File: src/rtl/mac_vector.sv
`timescale 1ns/1ps
`default_nettype none
// ============================================================================
//  Module   : mac_vector
//  Purpose  : Multi-lane two-stage pipelined multiply-accumulate unit with
//             saturating accumulation, framed by first/last markers, and a
//             rounded, scaled, saturated registered output per lane.
//  Revision : 1.0  - initial release
// ============================================================================
module mac_vector #(
    parameter int LANES             = 4,
    parameter int A_WIDTH           = 16,
    parameter int B_WIDTH           = 16,
    parameter int ACCUMULATOR_WIDTH = 32,
    parameter int OUTPUT_WIDTH      = 16,
    parameter int OUTPUT_SCALE      = 0,
    parameter int ROUND             = 0
) (
    input  logic                            clk,
    input  logic                            arst_n_in,
    input  logic                            in_valid,
    input  logic                            in_first,
    input  logic                            in_last,
    input  logic [LANES*A_WIDTH-1:0]        a,
    input  logic [LANES*B_WIDTH-1:0]        b,
    output logic [LANES*OUTPUT_WIDTH-1:0]   out,
    output logic                            out_valid,
    output logic [LANES-1:0]                ovf
);

    localparam int PROD_WIDTH = A_WIDTH + B_WIDTH;
    localparam int SUM_WIDTH  = ACCUMULATOR_WIDTH + 1;
    localparam int RND_SHIFT  = (OUTPUT_SCALE > 0) ? (OUTPUT_SCALE - 1) : 0;

    // Rounding bias: half an output LSB, only when rounding a non-zero shift.
    localparam logic signed [SUM_WIDTH-1:0] RND =
        ((ROUND != 0) && (OUTPUT_SCALE > 0)) ? (SUM_WIDTH'(1) << RND_SHIFT)
                                             : '0;

    localparam logic signed [ACCUMULATOR_WIDTH-1:0] ACC_MAX =
        {1'b0, {(ACCUMULATOR_WIDTH-1){1'b1}}};
    localparam logic signed [ACCUMULATOR_WIDTH-1:0] ACC_MIN =
        {1'b1, {(ACCUMULATOR_WIDTH-1){1'b0}}};
    localparam logic signed [OUTPUT_WIDTH-1:0] OUT_MAX =
        {1'b0, {(OUTPUT_WIDTH-1){1'b1}}};
    localparam logic signed [OUTPUT_WIDTH-1:0] OUT_MIN =
        {1'b1, {(OUTPUT_WIDTH-1){1'b0}}};

    // Stage-1 control, shared by every lane.
    logic v1;
    logic f1;
    logic l1;

    // Stage-1 control register; first/last are only meaningful on a valid beat.
    always_ff @(posedge clk or negedge arst_n_in) begin
        if (!arst_n_in) begin
            v1        <= 1'b0;
            f1        <= 1'b0;
            l1        <= 1'b0;
            out_valid <= 1'b0;
        end else begin
            v1        <= in_valid;
            f1        <= in_valid & in_first;
            l1        <= in_valid & in_last;
            out_valid <= v1 & l1;
        end
    end

    for (genvar i = 0; i < LANES; i++) begin : g_lane
        logic signed [A_WIDTH-1:0]           a_lane;
        logic signed [B_WIDTH-1:0]           b_lane;
        logic signed [PROD_WIDTH-1:0]        prod;
        logic signed [ACCUMULATOR_WIDTH-1:0] prod_sat;
        logic                                prod_ovf;
        logic signed [ACCUMULATOR_WIDTH-1:0] p;
        logic                                p_ovf;
        logic signed [ACCUMULATOR_WIDTH-1:0] acc;
        logic signed [ACCUMULATOR_WIDTH-1:0] acc_in;
        logic signed [SUM_WIDTH-1:0]         sum;
        logic signed [ACCUMULATOR_WIDTH-1:0] sat_sum;
        logic                                sum_ovf;
        logic signed [SUM_WIDTH-1:0]         rounded;
        logic signed [SUM_WIDTH-1:0]         shifted;
        logic signed [OUTPUT_WIDTH-1:0]      out_sat;
        logic                                out_ovf;
        logic signed [OUTPUT_WIDTH-1:0]      out_q;
        logic                                ovf_q;

        assign a_lane = a[i*A_WIDTH +: A_WIDTH];
        assign b_lane = b[i*B_WIDTH +: B_WIDTH];
        assign prod   = a_lane * b_lane;

        if (PROD_WIDTH > ACCUMULATOR_WIDTH) begin : g_prod_sat
            logic [PROD_WIDTH-ACCUMULATOR_WIDTH:0] prod_top;
            assign prod_top = prod[PROD_WIDTH-1:ACCUMULATOR_WIDTH-1];
            // Product fits only if all bits above the accumulator MSB match it.
            always_comb begin
                prod_ovf = !((&prod_top) || !(|prod_top));
                prod_sat = prod[ACCUMULATOR_WIDTH-1:0];
                if (prod_ovf) begin
                    prod_sat = prod[PROD_WIDTH-1] ? ACC_MIN : ACC_MAX;
                end
            end
        end else begin : g_prod_ext
            assign prod_ovf = 1'b0;
            assign prod_sat = ACCUMULATOR_WIDTH'(prod);
        end

        // Stage-1 product register; holds across bubbles.
        always_ff @(posedge clk or negedge arst_n_in) begin
            if (!arst_n_in) begin
                p     <= '0;
                p_ovf <= 1'b0;
            end else if (in_valid) begin
                p     <= prod_sat;
                p_ovf <= prod_ovf;
            end
        end

        // A first beat starts from zero instead of the held accumulator.
        assign acc_in = f1 ? '0 : acc;
        assign sum    = SUM_WIDTH'(p) + SUM_WIDTH'(acc_in);

        // Saturate the one-bit-wider sum back into the accumulator range.
        always_comb begin
            sum_ovf = (sum[SUM_WIDTH-1] != sum[SUM_WIDTH-2]);
            sat_sum = sum[ACCUMULATOR_WIDTH-1:0];
            if (sum_ovf) begin
                sat_sum = sum[SUM_WIDTH-1] ? ACC_MIN : ACC_MAX;
            end
        end

        assign rounded = SUM_WIDTH'(sat_sum) + RND;
        assign shifted = rounded >>> OUTPUT_SCALE;

        if (OUTPUT_WIDTH < SUM_WIDTH) begin : g_out_sat
            logic [SUM_WIDTH-OUTPUT_WIDTH:0] out_top;
            assign out_top = shifted[SUM_WIDTH-1:OUTPUT_WIDTH-1];
            // Clamp the scaled value into the signed output range.
            always_comb begin
                out_ovf = !((&out_top) || !(|out_top));
                out_sat = shifted[OUTPUT_WIDTH-1:0];
                if (out_ovf) begin
                    out_sat = shifted[SUM_WIDTH-1] ? OUT_MIN : OUT_MAX;
                end
            end
        end else begin : g_out_ext
            assign out_ovf = 1'b0;
            assign out_sat = OUTPUT_WIDTH'(shifted);
        end

        // Stage-2 accumulate, sticky overflow and output register.
        always_ff @(posedge clk or negedge arst_n_in) begin
            if (!arst_n_in) begin
                acc   <= '0;
                ovf_q <= 1'b0;
                out_q <= '0;
            end else if (v1) begin
                acc   <= sat_sum;
                ovf_q <= (ovf_q & ~f1) | p_ovf | sum_ovf | (l1 & out_ovf);
                if (l1) begin
                    out_q <= out_sat;
                end
            end
        end

        assign out[i*OUTPUT_WIDTH +: OUTPUT_WIDTH] = out_q;
        assign ovf[i]                              = ovf_q;
    end

endmodule
`default_nettype wire
File: config.mk
export PLATFORM = sky130hd
export DESIGN_NAME = mac_vector
export DESIGN_NICKNAME = d
export VERILOG_FILES = /design/src/rtl/mac_vector.sv
export SDC_FILE = /design/constraint.sdc
export NUM_CORES = 2
export LEC_CHECK = 0
export BUFFER_PORTS_ARGS = -buffer_cell sky130_fd_sc_hd__buf_2
export CORE_ASPECT_RATIO = 2
export CORE_UTILIZATION = 39
export DETAILED_ROUTE_END_ITERATION = 10
export HOLD_SLACK_MARGIN = 0.06
export PLACE_DENSITY = 0.59
export SYNTH_ARGS = -nofsm -noshare
export SYNTH_HDL_FRONTEND = slang
export SYNTH_SLANG_ARGS = --single-unit
File: constraint.sdc
create_clock -name clk -period 5.84 [get_ports clk]
set_input_delay 0.292 -clock clk [delete_from_list [all_inputs] [get_ports clk]]
set_output_delay 0.292 -clock clk [all_outputs]
set_load 0.01 [all_outputs]
Word level (Yosys, flattened, before mapping)
Cells that the tools add are included.

cells by class
  add/subtract/negate cells = 4
  multipliers = 4
  divide/modulo/power cells = 0
  order comparisons = 0
  equality and inequality tests = 4
  shift-type cells = 0
  muxes and demuxes = 20
  bitwise logic cells = 20
  reductions and logical operators = 21

operators by type and width
  operator           count
  $mux 32            12
  $add 32x32->33     4
  $mul 16x16->32     4
  $mux 16            8
  $reduce_and 17->1  4
  $reduce_or 17->1   4
  $and 1x1->1        11
  $logic_not 1->1    8
  $or 1x1->1         8
  $logic_or 1x1->1   4
  $ne 1x1->1         4
  $reduce_and 2->1   1
  $not 1->1          1

storage, ports and cells
  register bits = 328
  latch bits = 0
  bits in writable memories = 0
  bits in read-only memories = 0
  input port bits = 133
  logic and storage cells = 93
  memories = 0

Depth between registers and ports, before layout
  word-level depth = 10
  gate-level depth with buffers = 27
  mapped depth without buffers = 26

Worst setup path after synthesis
No wires, ideal clock.

  kind = input to register
  start point = input b[1]
  end point = register g_lane[0].p[30]
  library setup time = 125 ps
  arrival time = 6146 ps
  data required time = 5715 ps
  slack = -430 ps
  stages = 25
  buffers on the path = 1
  cell sequence = clkbuf_1 nand2_1 inv_1 fa_1 inv_1 fa_1 fa_1 inv_1 fa_1 fa_1 inv_1 fa_1 inv_1 ha_1 a21o_1 a21o_1 a21o_1 a21o_1 a21o_1 a211o_1 o221ai_1 a21oi_1 a21oi_1 xnor2_1 mux2_2

between the ends
  cells in the longest elaborated chain, start to end = 1

RTL lines
  item                  line  text
  from (decl)           25    input logic [LANES*B_WIDTH-1:0] b,
  $mul 16x16->32        91    assign prod = a_lane * b_lane;
  to (signal assigned)  115   p <= prod_sat;
  to (decl)             75    logic signed [ACCUMULATOR_WIDTH-1:0] p;

Every way passes these cells.
A chain may end at the register's enable or synchronous reset.

Worst setup path in the final report
  start point = input a[38]
  end point = register g_lane[2].p[31]

between the ends
  cells in the longest elaborated chain, start to end = 1

RTL lines
  item                  line  text
  from (decl)           24    input logic [LANES*A_WIDTH-1:0] a,
  $mul 16x16->32        91
  to (signal assigned)  115
  to (decl)             75

Every way passes these cells.

==> flow_metrics.env <==
export IMPL_status="complete, no violations"
export IMPL_yosys_warnings=0
export IMPL_fin_nets=9038
export IMPL_syn_avg_cell_area_um2=9.116
export IMPL_drt_total_wl_mm=175.9
export IMPL_setup_viol=0
export IMPL_cts_made_buffers=34
export IMPL_io_buffers=201
export IMPL_mostFrequentLayoutCell="inv_1"
export IMPL_grt_start_max_net_pins=123
export IMPL_end_kind="register"
export IMPL_overflow=0
export IMPL_die_width_um=281.3
export IMPL_ctsHtreeMaxLevel=2
export IMPL_critPathMaxStageDelay_ps=580
export IMPL_first_iter_violations=1648
export IMPL_rsz0062_at_grt="true"
export IMPL_drcViolationCount=0
export IMPL_crit_type="primary input to register"
export IMPL_cp_num_buf_inv=6
export IMPL_num_vias=48325
export IMPL_hold_viol=0
export IMPL_fp_dieH_um=560.5
export IMPL_drv_cap=0
export IMPL_ys_flop_type="dfrtp_1"
export IMPL_drt_pass1_iter_count=5
export IMPL_yosysSeqAreaShare_pct=13.49
export IMPL_critPathTopFamily="adder cells"
export IMPL_worstPathCellList="buf_2, buf_4, nand2_1, fa_1, inv_1, fa_1, fa_2, fa_2, fa_1, inv_2, fa_1, inv_2, ha_4, a21o_1, a21oi_2, o21bai_1, a211o_1, nor3_2, o31ai_2, a211oi_1, buf_4, a31oi_4, xnor2_1, mux2_4"
export IMPL_finish_utilization_pct=46.19
export IMPL_max_slew_margin_rel_pct=37.35
export IMPL_wl_per_cell_um=18.57
export IMPL_clock_latency_ps=580
export IMPL_syn_inst=6672
export IMPL_clock_skew_ps=30.66
export IMPL_hp_class="primary input to register"
export IMPL_die_area_um2=157600
export IMPL_grt_pass1_vias=53927
export IMPL_cp_required_ps=6290
export IMPL_post_dp_hpwl_mm=150.2
export IMPL_areaGrowthSynthToFinish_pct=17.46
export IMPL_grt_util_all_layers_pct=22.97
export IMPL_synth_edf_count=0
export IMPL_clockBufferDepth=3
export IMPL_netlist_area_um2=60820
export IMPL_min_period_ps=5771
export IMPL_post_route_period_util_pct=98.82
export IMPL_synth_seq_cells=328
export IMPL_grt_pass1_wl_mm=284.7
export IMPL_clk_pin_slew_ps=70
export IMPL_syn_nets=8321
export IMPL_antenna_found_initial=4
export IMPL_cp_start_kind="primary input"
export IMPL_worst_path_most_repeated_cell="fa_1"
export IMPL_routed_via_density=5.101
export IMPL_cpMaxStageDelayCell="fa_2"
export IMPL_rows=204
export IMPL_nFillCells=15097
export IMPL_layout_common_cells="1,199 x inv_1, 1,028 x fa_1, 731 x buf_4, 657 x nand2_1, 479 x and2_1"
export IMPL_initial_core_util_pct=39.32
export IMPL_fmax_ghz=0.1733
export IMPL_maxSlewViolCount=0
export IMPL_tightest_slew_ps=932.6
export IMPL_place_gp_congestion=0.9218
export IMPL_coreArea_um2=154700
export IMPL_yosys_cell_types_count=90
export IMPL_drive_gt1_share_pct=17.92
export IMPL_cts_tree="yes"
export IMPL_cp_max_fo=7
export IMPL_num_io_pins=202
export IMPL_drtAntennaViolNets=0
export IMPL_arrival_ps=6220
export IMPL_cts_sinks=328
export IMPL_clockRootBuffer="clkbuf_16"
export IMPL_async_reset_ff_share_pct=100.0
-- worst paths after layout --
check                      cells after the start                  to         startpoint  slack, ps
setup reg to reg                              24  g_lane[2].out_q[1]                 f1        210
hold reg to reg                                1   g_lane[3].acc[16]  g_lane[3].acc[16]        470
max in group asynchronous                      3                  f1          arst_n_in       4280
min in group asynchronous                      2    g_lane[0].acc[7]          arst_n_in        240
setup / recovery                              24     g_lane[2].p[31]              a[38]         70
hold / removal                                 3      g_lane[0].p[0]               b[0]        160
-- sequential cells by signal, summed over array words and instances (netlist names) --
signal        cells
l1                1
g_lane.acc      128
g_lane.ovf_q      4
out_valid         1
g_lane.out_q     64
v1                1
g_lane.p        128
f1                1
-- Yosys cell counts (9+ instances only) --
| master | count | area share [%] |
|---|---|---|
| o211ai_1 | 54 | 0.67 |
| buf_2 | 25 | 0.21 |
| dfrtp_1 | 328 | 13 |
| nand4_1 | 25 | 0.26 |
| nand2_1 | 665 | 4.1 |
| and3_1 | 31 | 0.32 |
| o21bai_1 | 27 | 0.33 |
| nand2b_1 | 52 | 0.53 |
| a31oi_1 | 57 | 0.59 |
| ha_1 | 464 | 9.5 |
| and4_1 | 10 | 0.14 |
| xnor2_1 | 164 | 2.4 |
| a211o_1 | 11 | 0.16 |
| nor3_1 | 65 | 0.53 |
| fa_1 | 1052 | 35 |
| nor2_1 | 310 | 1.9 |
| mux2i_1 | 10 | 0.16 |
| nand3_1 | 69 | 0.57 |
| nor4_1 | 13 | 0.13 |
| or2_2 | 9 | 0.093 |
| xor2_1 | 60 | 0.86 |
| a21oi_1 | 305 | 2.5 |
| a221o_1 | 21 | 0.35 |
| inv_1 | 1213 | 7.5 |
| o31ai_1 | 21 | 0.26 |
| nor2b_1 | 155 | 1.6 |
| o22a_1 | 17 | 0.24 |
| and2_1 | 500 | 5.1 |
| a211oi_1 | 40 | 0.49 |
| mux2_2 | 122 | 2.3 |
| o21ai_1 | 16 | 0.13 |
| o21a_1 | 65 | 0.80 |
| or3_1 | 20 | 0.21 |
| o21ai_0 | 142 | 1.2 |
| a21o_1 | 125 | 1.5 |
| clkbuf_1 | 226 | 1.4 |
-- cells by family after synthesis --
logic type	count (synthesis)	synth area share, %
and+or+nand+nor	1965	16.11
muxes	132	2.423
AOI/OAI and AO/OA	1030	11.35
adders and majority gates	1516	44.17
DFF	328	13.49
buffers and inverters	1477	9.222
xor gates and xnor gates	224	3.225
-- per-stage QoR --
| stage | worst slack, ps | hold WS, ps | cells | area, um2 | TNS [ps] |
|---|---|---|---|---|---|
| 2_1_floorplan | -89.65 | -3.591 | 6672 | 61250 | -200.2 |
| 3_3_place_gp | -702.5 | 273.0 | 9390 | 69250 | -19820 |
| 3_5_place_dp | -745.6 | 276.2 | 9390 | 69250 | -21010 |
| 4_1_cts | 2.864 | 118.3 | 9452 | 70520 | 0 |
| 5_1_grt | -130.1 | 174.3 | 9473 | 71450 | -515.1 |
| 6_report | 68.79 | 157.1 | 9473 | 71450 | 0 |
-- metal layers --
metal,track usage (%),vias up,share of wire (%)
li1,-,22529,-
met1,23.37,24505,35
met2,45.63,891,57
met3,2.071,398,3.2
met4,11.24,2,5.3
met5,0,-,0.0085
-- cell type report --
class,instances,area [um2],share of cell area (%)
repair buffers,944,7053,9.872
flip-flops and latches,328,8215,11.50
multi-input cells,4867,47850,66.98
inverters,1214,4557,6.378
diodes,1,2.502,0.003503
clock inverters,19,272.8,0.3818
clock buffers,40,914.6,1.280
well taps,2060,2577,3.608
-- worst reg2reg max path, stage by stage (launching register included) --
cell       delay, ps
dfrtp_4          570
buf_12           190
nor2b_1          130
ha_2             210
inv_1             60
fa_1             420
nand2b_1         200
a21o_1           210
a211oi_2         320
a31o_2           260
a41oi_2          210
o21ai_2          230
and2_1           140
o21ai_1           90
ha_1             390
buf_4            170
buf_4            280
nand2_1          140
a211o_1          260
o21a_1           140
o2111ai_1        100
nor4_2            70
buf_4            150
or2_1            240
a221o_1          310
-- repair_timing --
item / in CTS / in global routing
pin swaps: 3 / 97
hold buffers: 3 / 0
setup endpoints to repair: 42 / 93
setup buffers: 0 / 20
hold endpoints to repair: 56 / 0
gates resized for setup: 12 / 231
Power is not shown: default switching activity piles up to over one toggle a cycle in this logic, so the estimate is an artifact.
